<file path="src/rtl/mips_pkg.sv">
// mips_pkg: shared widths, write-back select codes and register-file constants
package mips_pkg;
    localparam int B_DEF = 32;
    localparam int W_DEF = 5;
    localparam int ZERO_REG = 0;
    typedef enum logic [1:0] {
        WB_SEL_ALU  = 2'b00,
        WB_SEL_MEM  = 2'b01,
        WB_SEL_LINK = 2'b10,
        WB_SEL_RSV  = 2'b11
    } wb_sel_e;
endpackage

</file>
<file path="src/rtl/wb_mux.sv">
// wb_mux: 3:1 write-back source select, reserved code yields zero
module wb_mux
    import mips_pkg::*;
#(
    parameter int B = B_DEF
) (
    input  logic [1:0]   i_sel,
    input  logic [B-1:0] i_alu,
    input  logic [B-1:0] i_mem,
    input  logic [B-1:0] i_link,
    output logic [B-1:0] o_data
);
    // pick the write-back source; the unused encoding drives zero
    always_comb begin
        o_data = (i_sel == WB_SEL_ALU)  ? i_alu  :
                 (i_sel == WB_SEL_MEM)  ? i_mem  :
                 (i_sel == WB_SEL_LINK) ? i_link : '0;
    end
endmodule

</file>
<file path="src/rtl/mem_wb_stage.sv">
// mem_wb_stage: MEM/WB pipeline register, write-back select and forwarding source (optional RETIRE_COUNT_EN adds retire_count)
module mem_wb_stage
    import mips_pkg::*;
#(
    parameter int B = B_DEF,
    parameter int W = W_DEF
) (
    input  logic         clk,
    input  logic         reset,
    input  logic         stall,
    input  logic         flush,
    input  logic         valid_in,
    input  logic [B-1:0] mem_data_in,
    input  logic [B-1:0] alu_result_in,
    input  logic [B-1:0] link_addr_in,
    input  logic [W-1:0] rd_in,
    input  logic         reg_write_in,
    input  logic [1:0]   wb_sel_in,
    output logic         valid_out,
    output logic         reg_write_out,
    output logic [W-1:0] rd_out,
    output logic [B-1:0] wb_data_out,
    output logic         fwd_valid,
    output logic [W-1:0] fwd_rd,
    output logic [B-1:0] fwd_data
`ifdef RETIRE_COUNT_EN
    ,
    output logic [31:0]  retire_count
`endif
);
    logic         r_valid;
    logic         r_reg_write;
    logic [W-1:0] r_rd;
    logic [B-1:0] r_mem;
    logic [B-1:0] r_alu;
    logic [B-1:0] r_link;
    logic [1:0]   r_sel;
    logic [B-1:0] w_wb_data;
    logic         w_write;

    // reset and flush both empty the stage; stall holds; otherwise capture
    always_ff @(posedge clk) begin
        if (reset || flush) begin
            r_valid     <= 1'b0;
            r_reg_write <= 1'b0;
            r_rd        <= '0;
            r_mem       <= '0;
            r_alu       <= '0;
            r_link      <= '0;
            r_sel       <= 2'b00;
        end else if (!stall) begin
            r_valid     <= valid_in;
            r_reg_write <= reg_write_in;
            r_rd        <= rd_in;
            r_mem       <= mem_data_in;
            r_alu       <= alu_result_in;
            r_link      <= link_addr_in;
            r_sel       <= wb_sel_in;
        end
    end

    wb_mux #(.B(B)) u_wb_mux (
        .i_sel  (r_sel),
        .i_alu  (r_alu),
        .i_mem  (r_mem),
        .i_link (r_link),
        .o_data (w_wb_data)
    );

    assign w_write       = r_reg_write & r_valid & (r_rd != W'(ZERO_REG));
    assign valid_out     = r_valid;
    assign reg_write_out = w_write;
    assign rd_out        = r_rd;
    assign wb_data_out   = w_wb_data;
    assign fwd_valid     = w_write;
    assign fwd_rd        = r_rd;
    assign fwd_data      = w_wb_data;

`ifdef RETIRE_COUNT_EN
    logic [31:0] r_retire_count;

    // count each instruction once as it leaves WB; wraps silently
    always_ff @(posedge clk) begin
        if (reset)
            r_retire_count <= '0;
        else if (r_valid && !stall)
            r_retire_count <= r_retire_count + 32'd1;
    end

    assign retire_count = r_retire_count;
`endif
endmodule
</file>
<file path="config.mk">
export PLATFORM = sky130hd
export DESIGN_NAME = mem_wb_stage
export DESIGN_NICKNAME = d
export VERILOG_FILES = /design/src/rtl/mips_pkg.sv /design/src/rtl/wb_mux.sv /design/src/rtl/mem_wb_stage.sv
export SDC_FILE = /design/constraint.sdc
export NUM_CORES = 1
export LEC_CHECK = 0
export ABC_CLOCK_PERIOD_IN_PS = 1200
export CAP_MARGIN = 0
export CORE_MARGIN = 1
export CORE_UTILIZATION = 57
export DETAILED_ROUTE_END_ITERATION = 12
export DONT_BUFFER_PORTS = 1
export HOLD_SLACK_MARGIN = 0.05
export PLACE_DENSITY = 0.75
export SKIP_LAST_GASP = 1
export SLEW_MARGIN = 20
export SYNTH_ARGS = -nofsm -noshare
export SYNTH_HDL_FRONTEND = slang
export SYNTH_SLANG_ARGS = --single-unit
</file>
<file path="constraint.sdc">
create_clock -name clk -period 1.2 [get_ports clk]
set_clock_uncertainty 0.1 [all_clocks]
set_input_delay 0.06 -clock clk [delete_from_list [all_inputs] [get_ports clk]]
set_output_delay 0.06 -clock clk [all_outputs]
set_load 0.02 [all_outputs]
</file>
# Word-level counts from Yosys, hierarchy flattened
# Cells that the tools add are included.
[totals]
register_bits = 105
in_bits = 109
output_inout_bits = 77
[classes]
eq_ne = 2
muxes = 3
bitwise = 2
n_reduce_logical = 3
[op_table]
columns = ["op", "count"]
rows = [
  ["32-bit two-way mux", 3],
  ["5-bit nonzero test", 1],
  ["1-bit AND", 2],
  ["2-bit by 1-bit == test with 1-bit output (second input constant)", 1],
  ["2-bit == test (second input constant)", 1],
  ["2-bit logical NOT", 1],
  ["1-bit logical OR", 1],
]

# Logic depth before layout (Yosys ltp)
# Gate-level depths: netlist of run 1.
[depth]
depth_word = 4
mapped_depth = 5
depth_no_buf = 2

# Modules after synthesis
# A second synthesis of run 1 with hierarchy kept.
[unflattened]
cells_unflattened = 457
hier_area_um2 = 4830.9
[modules_own_cells]
columns = ["mod", "instances", "cells_each", "area_per_inst_um2", "seq_area_each_um2"]
rows = [
  ["mem_wb_stage", 1, 380, 4043.9, 2102.0],
  ["wb_mux", 1, 77, 787.0, 0.0],
]

# Least setup slack after synthesis of run 1
# OpenSTA, ideal clock, no wires.
[synth_timing]
path_kind = "reg2out"
startpoint = "register r_sel[0]"
endpoint = "output port wb_data_out[10]"
arrival_time_ns = 1.368
setup_slack_ns = -0.328
path_stages_with_launch = 6
path_buffers = 3
cell_sequence = "dfxtp_1 buf_4 buf_4 mux2i_1 o2bb2ai_1 buf_4"
[synth_between]
elab_chain_len = 4
word_cells_on_any_way = 6
[synth_lines]
columns = ["item", "line_no", "text"]
rows = [
  ["start, declared", "mem_wb_stage.sv:37", "logic [1:0] r_sel;"],
  ["start signal, assigned", "mem_wb_stage.sv:58", "r_sel <= wb_sel_in;"],
  ["2-bit == test", "wb_mux.sv:17", "(i_sel == WB_SEL_LINK) ? i_link : '0;"],
  ["32-bit two-way mux", "wb_mux.sv:17", ""],
  ["32-bit two-way mux", "wb_mux.sv:16", "(i_sel == WB_SEL_MEM) ? i_mem :"],
  ["32-bit two-way mux *", "wb_mux.sv:15", "o_data = (i_sel == WB_SEL_ALU) ? i_alu :"],
  ["end, declared", "mem_wb_stage.sv:22", "output logic [B-1:0] wb_data_out,"],
]
# Every way passes the cells marked *; elsewhere a longest branch is shown, timed or not.

# Worst setup path in the final report of run 1
[layout_timing]
startpoint = "register r_sel[0]"
endpoint = "output port fwd_data[13]"
[layout_between]
elab_chain_len = 4
word_cells_on_any_way = 6
[layout_lines]
columns = ["item", "line_no", "text"]
rows = [
  ["2-bit == test", "wb_mux.sv:17", ""],
  ["32-bit two-way mux", "wb_mux.sv:17", ""],
  ["32-bit two-way mux", "wb_mux.sv:16", ""],
  ["32-bit two-way mux *", "wb_mux.sv:15", ""],
  ["end, declared", "mem_wb_stage.sv:25", "output logic [B-1:0] fwd_data"],
]
# Marked as above.

==> impl_results.md, run 1 <==
- Status: finished with violations
- Failing checks: hold timing, setup timing
- CORE AREA: 0.007848 mm2
- Crit path top cell by count: buf_12
- Share of cells above drive strength 1: 24.46%
- Die area: 0.008641 mm2
- Setup TNS: -31.81 ns
- CTS tree: built
- Fin. max-slew vios: 0
- Mux share of post-synthesis cell area: 29.08%
- Crit path cell chain: buf_12 -> buf_12 -> mux2i_4 -> o2bb2ai_4
- First-pass GRT wire length: 21.72 mm
- Antenna cells: 0
- Register area share after synthesis: 44.57%
- Final count of negative-setup-slack endpoints: 66
- Post-layout nets: 660
- Number of flops mapped to enable cells by yosys: 0
- CP required: 1.04 ns
- Simple-gate portion of the synthesized area: 8.888%
- Hold buffers post-CTS: 105
- Switch Pwr: 2.085 mW
- Antenna Nets Post-Route: 0
- # DRC: 0
- Row cnt: 32
- Leakage power: 2.840 nW
- Combinational Power Share: 17.3%
- Number of fill cells: 264
- Synth Net Count: 566
- Clock sink count: 105
- DIE HEIGHT: 92.96 um
- Max-cap violations: 0
- Netlist cell types: 14
- Async S/R FF share, synth: 0%
- Power per cell area: 1023 mW/mm2
- CP Max Fanout: 9
- CTS Buf Count: 9
- Sw frac: 28.33%
- Slowest cell delay on critical path: 0.40 ns
- Total number of vias: 3853
- Flops & latches, synth: 105
- CP startpoint kind: register
- Met1 Use GR: 36.89%
- Synth area leaders: dfxtp_1 (45%), mux2i_1 (29%), nor2_1 (8.4%), buf_4 (6.7%), o2bb2ai_1 (5.8%)
- Main combinational cell family by area after synthesis: multiplexers
- Clk pwr share: 32.1%
- Root Buffer Master: clkbuf_8
- Crit path time final: 1.745 ns
- Crit path kind: register to output pin
- Sequential power share: 50.6%
- Share of the synthesized area in the top cell type: 44.57%
- Main synth FF type: dfxtp_1
- Buf/Inv on CP: 2
- Top cells by count, synth: mux2i_1 (137), dfxtp_1 (105), nor2_1 (105)
- CP delay by family, top: flip-flops
- Synth Area per Inst: 10.32 um2
- Post-place instance area: 0.005555 mm2
- PortBufs: 0
- DR vias/cell: 5.856
- Max VDD drop: 0.0006987 V
- CTS max path bufs: 2
- Die width: 92.96 um
- Hold WS: -0.2565 ns
- Yosys warnings: 0
- Cells after DPL: 520
- Least-Margin Pin Slew: 0.4928 ns
- Critical path's slowest cell: dfxtp_4
- Min setup slack post-route: -0.5446 ns
- Post-Layout Inst Area: 0.007196 mm2
- Post-Route WL: 15.89 mm
- Drt first pass iters: 4
- FMAX: 573.2 MHz
- Vias in the first global route: 4125
- Synth Area in Adders: 0%
- Top Usage Layer GRT: met2
- Ports: 186
- Cell taking the most area after synthesis: dfxtp_1
- Int Pwr: 5.275 mW
- Cell area after synthesis: 0.004716 mm2
- HP Class: primary input to register
- Finished Core Util: 91.69%
- Clock transition at path regs: 0.11 ns
- Dpl hpwl: 6.744 mm
- Top-count cell post-synth: mux2i_1
- Met3 usage: 6.486%
- Tot Pwr: 7.360 mW
- Largest net degree at the start of global routing: 106
- Initial Utilization: 60.09%
- GPL Wtd Cong: 0.7233
- RSZ-0062 raised after global routing: yes
- Layout Cells excl Fill: 658
- Slew Limit Headroom: 67.15%
- Final hold violations: 105
- CTS H-tree lvls: 3
- CP arrival: 1.58 ns
- Initial drt markers: 151
- Global route overflow: 0
- Worst setup EP type: output pin
- Compound-Gate Fraction of Synth Area: 6.102%
- Worst-skew pair later-pin latency: 0.38 ns
- Post-synthesis xor/xnor area fraction: 0%
- Avg WL per Cell: 24.14 um
- P&R area growth vs syn: 52.59%
- Post-Synthesis Cells: 457
- GRT Util Overall: 33.33%
- Initial antenna violation count: 0
- M2 GR Usage: 61.76%
- Final period util: 145.4%
-- power by group through the flow --
stage	clock network, mW	logic, mW	registers, mW
final	2.36	1.27	3.73
after CTS	2.25	1.16	3.70
after global placement	0	0.808	3.77
after global routing	2.47	1.33	3.74
after detailed placement	0	0.828	3.78
after floorplan	0	0.864	3.77
-- cells by family (layout without fill, tap and decap cells) --
group	after synthesis	count (layout)
buf+inv	73	172
mux	137	137
compound gates	33	33
flops	105	105
simple gates	109	109
-- timing repair --
item                                    in CTS  in global routing
resized for setup                           17                 15
endpoints found under the hold margin      105                105
pin swaps                                    2                  3
endpoints found under the setup margin      66                 66
cloned                                       2                  0
buffers inserted                             5                 11
-- worst register-to-register path: stages (launching register included) --
cell	delay, ns
dfxtp_4	0.37
buf_4	0.14
buf_12	0.13
mux2i_1	0.19
nor2_1	0.08
-- layer usage --
metal	vias up	part of all wire, %
met2	200	54
met1	1881	36
met4	0	4.0
li1	1719	-
met5	-	0
met3	53	5.7
-- final cells by class --
| cell class | instances | area, um2 | area share [%] |
|---|---|---|---|
| clock buffers | 9 | 123.9 | 1.721 |
| multi-input cells | 279 | 2969 | 41.26 |
| repair buffers | 156 | 1785 | 24.81 |
| well taps | 102 | 127.6 | 1.774 |
| clock inverters | 7 | 77.57 | 1.078 |
| flip-flops and latches | 105 | 2112 | 29.35 |
-- flip-flops by register name, indices dropped and copies added (netlist names) --
signal       cells
fwd_rd           5
r_alu           32
r_link          32
r_mem           32
r_reg_write      1
r_sel            2
valid_out        1
-- placed cells by master, fill, tap and decap left out --
master           n
buf_12          24
buf_4           20
buf_6            5
buf_8            1
bufbuf_16        1
bufinv_16        1
clkbuf_8         9
clkinv_2         1
clkinv_4         1
clkinvlp_4       1
dfxtp_1        101
dfxtp_2          2
dfxtp_4          2
dlygate4sd3_1  105
inv_6            3
mux2i_1        107
mux2i_2          6
mux2i_4         24
nand2_1          1
nor2_1         105
nor2b_4          1
o22ai_1          1
o2bb2ai_2        3
o2bb2ai_4       28
o311a_4          1
or2_4            1
or3_4            1
-- through the flow --
stage / worst slack, ns / hold slack (ns)
after floorplan: -0.1875 / 0.1038
after global placement: -0.1160 / 0.1045
after detailed placement: -0.1170 / 0.1130
after CTS: -0.4893 / -0.2496
after global routing: -0.5829 / -0.2493
final: -0.5446 / -0.2565
-- final timing paths --
path,start,slack [ns],depth (start not counted),to
max reg2reg,r_sel[1],0.09,4,r_sel[1]
max,r_sel[0],-0.54,4,fwd_data[13]
min,stall,-0.26,2,r_alu[20]
min reg2reg,r_mem[31],0.44,2,r_mem[31]
No activity file was read; power rests on OpenSTA's default activity.
==> inputs of run 2 (changes only) <==
- CORE_UTILIZATION: 57 -> 59
- CTS_BUF_LIST: unset -> sky130_fd_sc_hd__clkbuf_4 sky130_fd_sc_hd__clkbuf_8
- PLACE_DENSITY: 0.75 -> 0.78
==> impl_results.md, run 2 (synthesized netlist as in run 1, its figures left out) <==
- Drt first pass iters: 7 (+3)
- Post-layout nets: 658 (-0.30%)
- Initial drt markers: 367 (+140%)
- Most frequent cells in the layout: mux2i_1 (107), nor2_1 (105), dlygate4sd3_1 (105), dfxtp_1 (101), o2bb2ai_4 (31)
- Fin. max-slew vios: 0 (unchanged)
- RSZ-0062 raised after global routing: yes
- CTS tree: built
- Status: finished with violations
- Share of cells above drive strength 1: 24.19% (-0.27 points)
- Layout Cells excl Fill: 662 (+0.61%)
- Post-place instance area: 0.005593 mm2 (+0.68%)
- Antenna Nets Post-Route: 0 (unchanged)
- Power per cell area: 1022 mW/mm2 (-0.11%)
- CP Max Fanout: 6 (-3)
- Die area: 0.008354 mm2 (-3.3%)
- First-pass GRT wire length: 23.83 mm (+9.7%)
- Int Pwr: 5.327 mW (+0.99%)
- Total number of vias: 4281 (+11%)
- # DRC: 0 (unchanged)
- Hold Crit Endpoint: r_mem[23]
- Worst setup EP type: output pin
- Switch Pwr: 2.072 mW (-0.61%)
- CP arrival: 1.75 ns (+0.17 ns)
- Crit path kind: register to output pin
- Dpl hpwl: 6.870 mm (+1.9%)
- CP required: 1.04 ns (about the same)
- CTS max path bufs: 2 (unchanged)
- Tot Pwr: 7.399 mW (+0.53%)
- Post-Route WL: 20.58 mm (+30%)
- DR vias/cell: 6.467 (+10%)
- Least-Margin Pin Slew: 0.5382 ns (+0.04537 ns)
- Sw frac: 28.00% (-0.32 points)
- Hold WS: -0.1934 ns (+0.06304 ns)
- Crit path time final: 1.906 ns (+0.1616 ns)
- Largest regs: r_alu: 32 flops, r_link: 32 flops, r_mem: 32 flops
- Post-Layout Inst Area: 0.007242 mm2 (+0.64%)
- Reg2Reg Depth: 3 (-1)
- GRT Util Overall: 37.69% (+4.4 points)
- Final period util: 158.8% (+13 points)
- Initial Utilization: 61.03% (+0.93 points)
- R2r endpoint: valid_out
- Cells after DPL: 525 (+0.96%)
- Worst r2r src: valid_out
- Die width: 91.40 um (-1.7%)
- CTS H-tree lvls: 3 (unchanged)
- Sequential power share: 50.7% (about the same)
- Hold buffers post-CTS: 105 (unchanged)
- CP startpoint kind: register
- Min setup slack post-route: -0.7062 ns (-0.1616 ns)
- Slew Limit Headroom: 63.10% (-4.1 points)
- HP Class: primary input to register
- DIE HEIGHT: 91.40 um (-1.7%)
- Max-cap violations: 0 (unchanged)
- Final hold violations: 94 (-10%)
- Ports: 186 (unchanged)
- Finished Core Util: 93.72% (+2.0 points)
- P&R area growth vs syn: 53.57%
- Root Buffer Master: clkbuf_8
- Largest net degree at the start of global routing: 106 (unchanged)
- Max VDD drop: 0.001065 V (+52%)
- GPL Wtd Cong: 0.7784 (+7.6%)
- Clk pwr share: 30.9% (-1.2 points)
- CORE AREA: 0.007727 mm2 (-1.5%)
- Failing checks: hold timing, setup timing
- Global route overflow: 0 (unchanged)
- Row cnt: 32 (unchanged)
- Avg WL per Cell: 31.09 um (+29%)
- Most common cell after layout, fill and taps aside: mux2i_1
- Min-delay src: stall
- Worst-skew pair later-pin latency: 0.35 ns (-0.03 ns)
- Combinational Power Share: 18.4% (+1.1 points)
- Final count of negative-setup-slack endpoints: 67 (+1.5%)
- Vias in the first global route: 4316 (+4.6%)
- Clock transition at path regs: 0.11 ns (about the same)
- Leakage power: 2.830 nW (-0.35%)
- Reg-to-reg setup timing slack: -0.14 ns (-0.23 ns)
- CTS Buf Count: 9 (unchanged)
- PortBufs: 0 (unchanged)
- Initial antenna violation count: 2 (+2)
- FMAX: 524.6 MHz (-8.5%)
- Clock sink count: 105 (unchanged)
- Hold path depth: 2 (unchanged)
[run 2: metrics by stage]
stage / TNS [ns] / hold slack, ns / setup slack (ns)
floorplan: -4.575 / 0.1038 / -0.1875
global placement: -4.857 / 0.1047 / -0.1529
detailed placement: -5.114 / 0.1122 / -0.1685
CTS: -34.47 / -0.2467 / -0.5535
global route: -40.64 / -0.2065 / -0.7344
finish: -38.62 / -0.1934 / -0.7062
[run 2: area by class of cell]
cell class              instances  area (um2)
flip-flops and latches        105        2112
clock inverters                 5       55.05
well taps                     102       127.6
fillers                       201       485.5
clock buffers                  11       145.1
multi-input cells             279        3033
diodes                          6       15.01
repair buffers                154        1754
[run 2: worst max-delay path by stage]
stage                            to  depth (start not counted)      from
floorplan           wb_data_out[21]                          5  r_sel[0]
global route            fwd_data[2]                          5  r_sel[0]
detailed placement     fwd_data[22]                          4  r_sel[0]
CTS                     fwd_data[4]                          5  r_sel[0]
global placement       fwd_data[22]                          4  r_sel[0]
finish                  fwd_data[2]                          5  r_sel[0]
[run 2: worst max-delay path: stages (launching register included)]
cell,delay (ns)
dfxtp_4,0.42
buf_12,0.15
buf_6,0.12
mux2i_2,0.40
o2bb2ai_4,0.13
buf_12,0.16
[run 2: power by group through the flow]
stage	clock [mW]	sequential (mW)	combinational, mW
after floorplan	0	3.77	0.864
after global placement	0	3.78	0.812
after detailed placement	0	3.78	0.834
after CTS	2.22	3.70	1.19
after global routing	2.43	3.75	1.39
final	2.29	3.75	1.36
[run 2: what timing repair did]
action,4_1_cts,5_1_grt
pin swaps,4,4
buffers inserted,6,6
endpoints found under the hold margin,105,105
gates cloned,2,0
gates resized for setup,24,18
setup endpoints to repair,66,66
[run 2: layer usage]
| layer | vias up | share of wire (%) | track usage [%] |
|---|---|---|---|
| met1 | 2011 | 33 | 40.82 |
| met4 | 0 | 9.9 | 16.14 |
| met5 | - | 0 | 0 |
| met3 | 152 | 9.6 | 8.208 |
| met2 | 401 | 47 | 69.92 |
| li1 | 1717 | - | - |
